**src/rtl/divider_arbiter.sv**
```systemverilog
// Round-robin front end that shares one multi-cycle unsigned divider between NUM_REQ requesters.
// Answers divide-by-zero locally and forces an all-ones result if the divider hangs in WAIT.
module divider_arbiter #(
  parameter int N       = 8,
  parameter int NUM_REQ = 4,
  parameter int TIMEOUT = 32
) (
  input  logic                   clk,
  input  logic                   reset,
  input  logic [NUM_REQ-1:0]     req_valid,
  input  logic [NUM_REQ*N-1:0]   req_dividend,
  input  logic [NUM_REQ*N-1:0]   req_divisor,
  output logic [NUM_REQ-1:0]     req_ready,
  output logic [NUM_REQ-1:0]     rsp_valid,
  output logic [N-1:0]           rsp_result,
  output logic                   div_start,
  output logic [N-1:0]           div_dividend,
  output logic [N-1:0]           div_divisor,
  input  logic [N-1:0]           div_result,
  input  logic                   div_done,
  output logic                   busy,
  output logic                   timeout_err
);

  localparam int IW = (NUM_REQ > 1) ? $clog2(NUM_REQ) : 1;
  localparam int TW = (TIMEOUT > 1) ? $clog2(TIMEOUT) : 1;
  localparam logic [IW-1:0] LAST_REQ = IW'(NUM_REQ - 1);
  localparam logic [TW-1:0] T_LAST   = TW'(TIMEOUT - 1);

  typedef enum logic [1:0] {S_IDLE, S_ISSUE, S_WAIT, S_RESP} state_t;

  state_t        state, state_nxt;
  logic [IW-1:0] rr_ptr;
  logic [IW-1:0] grant_idx;
  logic [N-1:0]  op_a, op_b, result;
  logic [TW-1:0] timer;

  logic          win_vld;
  logic [IW-1:0] win_idx;
  logic [N-1:0]  win_a, win_b;

  // Lowest valid index overall, then overridden by the lowest valid index at or after rr_ptr.
  always_comb begin
    win_vld = 1'b0;
    win_idx = '0;
    for (int i = NUM_REQ - 1; i >= 0; i--) begin
      if (req_valid[i]) begin
        win_vld = 1'b1;
        win_idx = IW'(i);
      end
    end
    for (int i = NUM_REQ - 1; i >= 0; i--) begin
      if (req_valid[i] && (IW'(i) >= rr_ptr)) win_idx = IW'(i);
    end
  end

  assign win_a = req_dividend[win_idx*N +: N];
  assign win_b = req_divisor[win_idx*N +: N];

  always_ff @(posedge clk) begin
    if (reset) state <= S_IDLE;
    else       state <= state_nxt;
  end

  always_comb begin
    state_nxt = state;
    case (state)
      S_IDLE:  if (win_vld) state_nxt = (win_b == '0) ? S_RESP : S_ISSUE;
      S_ISSUE: state_nxt = S_WAIT;
      S_WAIT:  if (div_done || (timer == T_LAST)) state_nxt = S_RESP;
      S_RESP:  state_nxt = S_IDLE;
      default: state_nxt = S_IDLE;
    endcase
  end

  always_ff @(posedge clk) begin
    if (reset) begin
      rr_ptr      <= '0;
      grant_idx   <= '0;
      op_a        <= '0;
      op_b        <= '0;
      result      <= '0;
      timer       <= '0;
      timeout_err <= 1'b0;
    end else begin
      case (state)
        S_IDLE: begin
          if (win_vld) begin
            grant_idx <= win_idx;
            op_a      <= win_a;
            op_b      <= win_b;
            rr_ptr    <= (win_idx == LAST_REQ) ? '0 : win_idx + 1'b1;
            if (win_b == '0) result <= '1;
          end
        end
        S_ISSUE: timer <= '0;
        S_WAIT: begin
          timer <= timer + 1'b1;
          // A completion landing on the last timer cycle still counts as a good result.
          if (div_done) begin
            result <= div_result;
          end else if (timer == T_LAST) begin
            result      <= '1;
            timeout_err <= 1'b1;
          end
        end
        default: ;
      endcase
    end
  end

  always_comb begin
    req_ready    = '0;
    rsp_valid    = '0;
    rsp_result   = '0;
    div_start    = 1'b0;
    div_dividend = '0;
    div_divisor  = '0;
    busy         = (state != S_IDLE);
    if (state == S_IDLE && win_vld) req_ready[win_idx] = 1'b1;
    if (state != S_IDLE) begin
      div_dividend = op_a;
      div_divisor  = op_b;
    end
    if (state == S_ISSUE) div_start = 1'b1;
    if (state == S_RESP) begin
      rsp_valid[grant_idx] = 1'b1;
      rsp_result           = result;
    end
  end

endmodule

```
**config.mk**
```make
export PLATFORM = sky130hd
export DESIGN_NAME = divider_arbiter
export DESIGN_NICKNAME = d
export VERILOG_FILES = /design/src/rtl/divider_arbiter.sv
export SDC_FILE = /design/constraint.sdc
export NUM_CORES = 1
export LEC_CHECK = 0
export BUFFER_PORTS_ARGS = -buffer_cell sky130_fd_sc_hd__buf_2
export CORE_MARGIN = 2
export CORE_UTILIZATION = 40
export CTS_BUF_LIST = sky130_fd_sc_hd__clkbuf_8 sky130_fd_sc_hd__clkbuf_16
export DETAILED_ROUTE_END_ITERATION = 6
export PLACE_DENSITY = 0.68
export SLEW_MARGIN = 10
export SYNTH_ARGS = -nofsm -noshare
export SYNTH_HDL_FRONTEND = slang
export SYNTH_SLANG_ARGS = --single-unit
export TNS_END_PERCENT = 1
```
**constraint.sdc**
```tcl
create_clock -name clk -period 5.59 [get_ports clk]
set_clock_uncertainty 0.2 [all_clocks]
set_input_delay 1.118 -clock clk [delete_from_list [all_inputs] [get_ports clk]]
set_output_delay 1.118 -clock clk [all_outputs]
set_load 0.02 [all_outputs]
```
==> qor.csv <==
stage,metric,value,unit
outcome,outcome,"finished, final reports clean",
global_route,antenna_found_initial,0,
critical_path,cp_slowest_cell,nor2_4,
critical_path,max_stage_delay,0.51,ns
synth,netlist_top_cells_area,"dfxtp_1, nand2_1, nand3_1",
critical_path,critPathLaunchType,primary input,
floorplanning,row_count,28,
clocking,post_cts_resized,0,
critical_path,crit_type,in2out,
critical_path,critPathMaxFanout,29,
critical_path,crit_path_end_kind,output port,
routing,drtIter0Drc,111,
critical_path,critPathTopFamily,simple AND/OR/NAND/NOR gates,
floorplanning,coreArea,5850,um^2
global_route,grt_first_pass_wirelength,10500,um
floorplanning,die-area,6610,um^2
worst_hold_path,min_delay_path_depth,2,
finish,final_area,3090,um^2
finish,fin_util,52.8,%
synth,ys_warn_count,0,
synth,synthDominantCellAreaShare,30.2,%
sta,maxSlewViolCount,0,
clocking,cts.sinks,36,
power_and_ir_drop,p_leak,0.00151,uW
clocking,h-tree-depth,2,
clocking,cts_buffers,5,
finish,n_fill_cell,585,
clocking,clk_pin_slew,0.07,ns
synth,synthesis.nets,423,
finish,stdcell_count,512,
worst_hold_path,holdPathEnd,op_a[0],
global_route,grt_start_max_net_pins,39,
sta,setup_viol,0,
critical_path,r2r-end,result[3],
finish,num-nets-final,525,
critical_path,crit_buf_inv,3,
sta,finalWorstSetupSlack,1.13,ns
routing,finalWirelength,6550,um
placed_design,dpl_cell_area,2990,um^2
global_route,first_global_vias,2291,
clocking,clk_latency,0.28,ns
synth,ys.flop_type,dfxtp_1,
sta,fmax,0.224,GHz
critical_path,crit_path_frequent_cell,buf_2,
worst_hold_path,hp-class,reg2reg,
finish,area_growth_syn_to_layout,29.2,%
clocking,ctsHoldBuffers,0,
sta,hold_viol_final,0,
floorplanning,die_w,81.3,um
floorplanning,boundaryPins,114,
worst_hold_path,holdCritStartpoint,op_a[0],
finish,drive_gt1_share,32.5,%
flow_run,cap_violations,0,
synth,synth_cell_types,42,
clocking,clockBufferDepth,2,
global_route,track_usage,20.0,%
placed_design,place_ws,1.17,ns
floorplanning,start_util,40.8,%
routing,vias,2691,
sta,slew_headroom,49.8,%
sta,fin_crit_sh,79.8,%
placed_design,globalplace.congestion,0.871,
routing,wl_per_cell,12.8,um
placed_design,portBuffers,113,
critical_path,required,4.27,ns
synth,yosys.area.top_type,dfxtp_1,
synth,synth_edf_count,0,
critical_path,r2r_start,rr_ptr[0],
sta,tns,0,ns
placed_design,hpwl,5020,um
sta,worst_pin_slew,0.746,ns
critical_path,reg2reg_depth,9,
finish,n_antenna_cell,0,
clocking,cts_setup_buffers,0,
power_and_ir_drop,peakVddDrop,0.183,mV
synth,ys_seq_area_share,30.2,%
routing,drcViolationCount,0,
synth,ys_seq_elements,36,
routing,drtAntennaViolNets,0,
routing,viasPerCell,5.26,
placed_design,placedCellCount,504,
clocking,cts-root-buf,clkbuf_8,
synth,async_flop_share,0,%
global_route,grt_overflow_total,0,
critical_path,crit_chain,buf_2 > nor2b_1 > nor4_4 > nor2_4 > inv_2 > ha_1 > and2_1 > buf_2,
floorplanning,fp.dieH,81.3,um
sta,fin_crit,4.46,ns
power_and_ir_drop,power_density,354,nW/um^2
synth,netlist_instances,334,
clocking,tritoncts,yes,
synth,syn_area_per_cell,7.15,um^2
routing,drt_pass1_iterations,5,
critical_path,cp.arrival,3.14,ns
sta,rsz0062_at_grt,no,
critical_path,reg2reg_slack,2.13,ns
synth,syn_area,2390,um^2
[registers in the layout, summed over array words and instances (netlist names)]
| register | flops |
|---|---|
| timeout_err | 1 |
| rr_ptr | 2 |
| grant_idx | 2 |
| state | 2 |
| timer | 5 |
| op_b | 8 |
| result | 8 |
| op_a | 8 |
[worst register-to-register path, delay by kind of cell, from the launching register on]
| kind | cells | cell delay, ns |
|---|---|---|
| flops | 1 | 0.37 |
| buf+inv | 1 | 0.36 |
| simple gates | 5 | 1.90 |
| compound gates | 3 | 0.59 |
[cell usage in the layout (no fill, tap or decap), types with 2 or more instances in the layout]
master / count
nor2_1: 12
ha_1: 10
nand3_1: 40
nor4_1: 2
and2_1: 12
nor3b_1: 2
nand2b_1: 4
and3b_1: 2
a22oi_1: 4
a221oi_1: 2
clkinv_2: 2
a21oi_1: 33
a31oi_1: 2
inv_1: 8
clkbuf_8: 6
and3_1: 2
o21ai_0: 7
nor2b_1: 27
buf_4: 2
o211ai_1: 2
o32a_2: 7
nand2_1: 77
nor3_1: 3
dfxtp_1: 36
buf_2: 113
[metrics by stage]
| step | hold slack, ns | total power [uW] |
|---|---|---|
| finish | 0.254 | 1090 |
| global route | 0.273 | 1180 |
| CTS | 0.253 | 1100 |
| detailed placement | 0.243 | 907 |
| global placement | 0.240 | 898 |
| floorplan | 0.232 | 758 |
[area by class of cell]
class / instances / area [um^2] / area share (%)
multi-input combinational: 268 / 1560 / 50.5
sequential: 36 / 721 / 23.3
timing repair buffer: 115 / 581 / 18.8
tap: 75 / 93.8 / 3.04
clock buffer: 6 / 82.6 / 2.68
inverter: 10 / 40.0 / 1.30
clock inverter: 2 / 10.0 / 0.324
[routing by layer]
| layer | track usage [%] | wire length [um] | part of all wire (%) |
|---|---|---|---|
| met1 | 28.5 | 3040 | 46 |
| met2 | 30.3 | 2880 | 44 |
| met3 | 3.89 | 554 | 8.5 |
| met4 | 6.10 | 69 | 1.1 |
| met5 | 0 | 0 | 0 |
[power breakdown]
group | switching, uW | internal [uW] | total (uW)
clock network | 91.9 | 98.3 | 190
registers | 36.8 | 311 | 348
logic | 352 | 202 | 554
[logic make-up (layout without fill, tap and decap cells)]
group                      after synthesis  after routing  share of synthesized area, %
adders and majority gates               10             10                          5.24
buffers and inverters                   30            133                          4.82
DFF                                     36             36                          30.2
AOI/OAI and AO/OA                       67             67                          19.3
and+or+nand+nor                        191            191                          40.4
[worst max path at each step]
stage,startpoint,endpoint,cells after the start
after floorplan,req_valid[0],req_ready[3],8
after global placement,req_valid[0],req_ready[3],8
after detailed placement,req_valid[0],req_ready[3],8
after CTS,req_valid[0],req_ready[3],8
after global routing,req_valid[0],req_ready[3],8
final,req_valid[0],req_ready[3],8
[cells in the mapped netlist, types with 3 or more instances]
cell	instances
ha_1	10
nor3_1	3
and2_1	12
nand2b_1	4
nor4_1	3
o32a_2	7
a22oi_1	4
o21ai_0	7
inv_1	8
clkbuf_1	18
nand3_1	40
a21oi_1	33
nor2b_1	27
nand2_1	77
nor2_1	12
dfxtp_1	36
No activity file was read; power rests on OpenSTA's default activity.
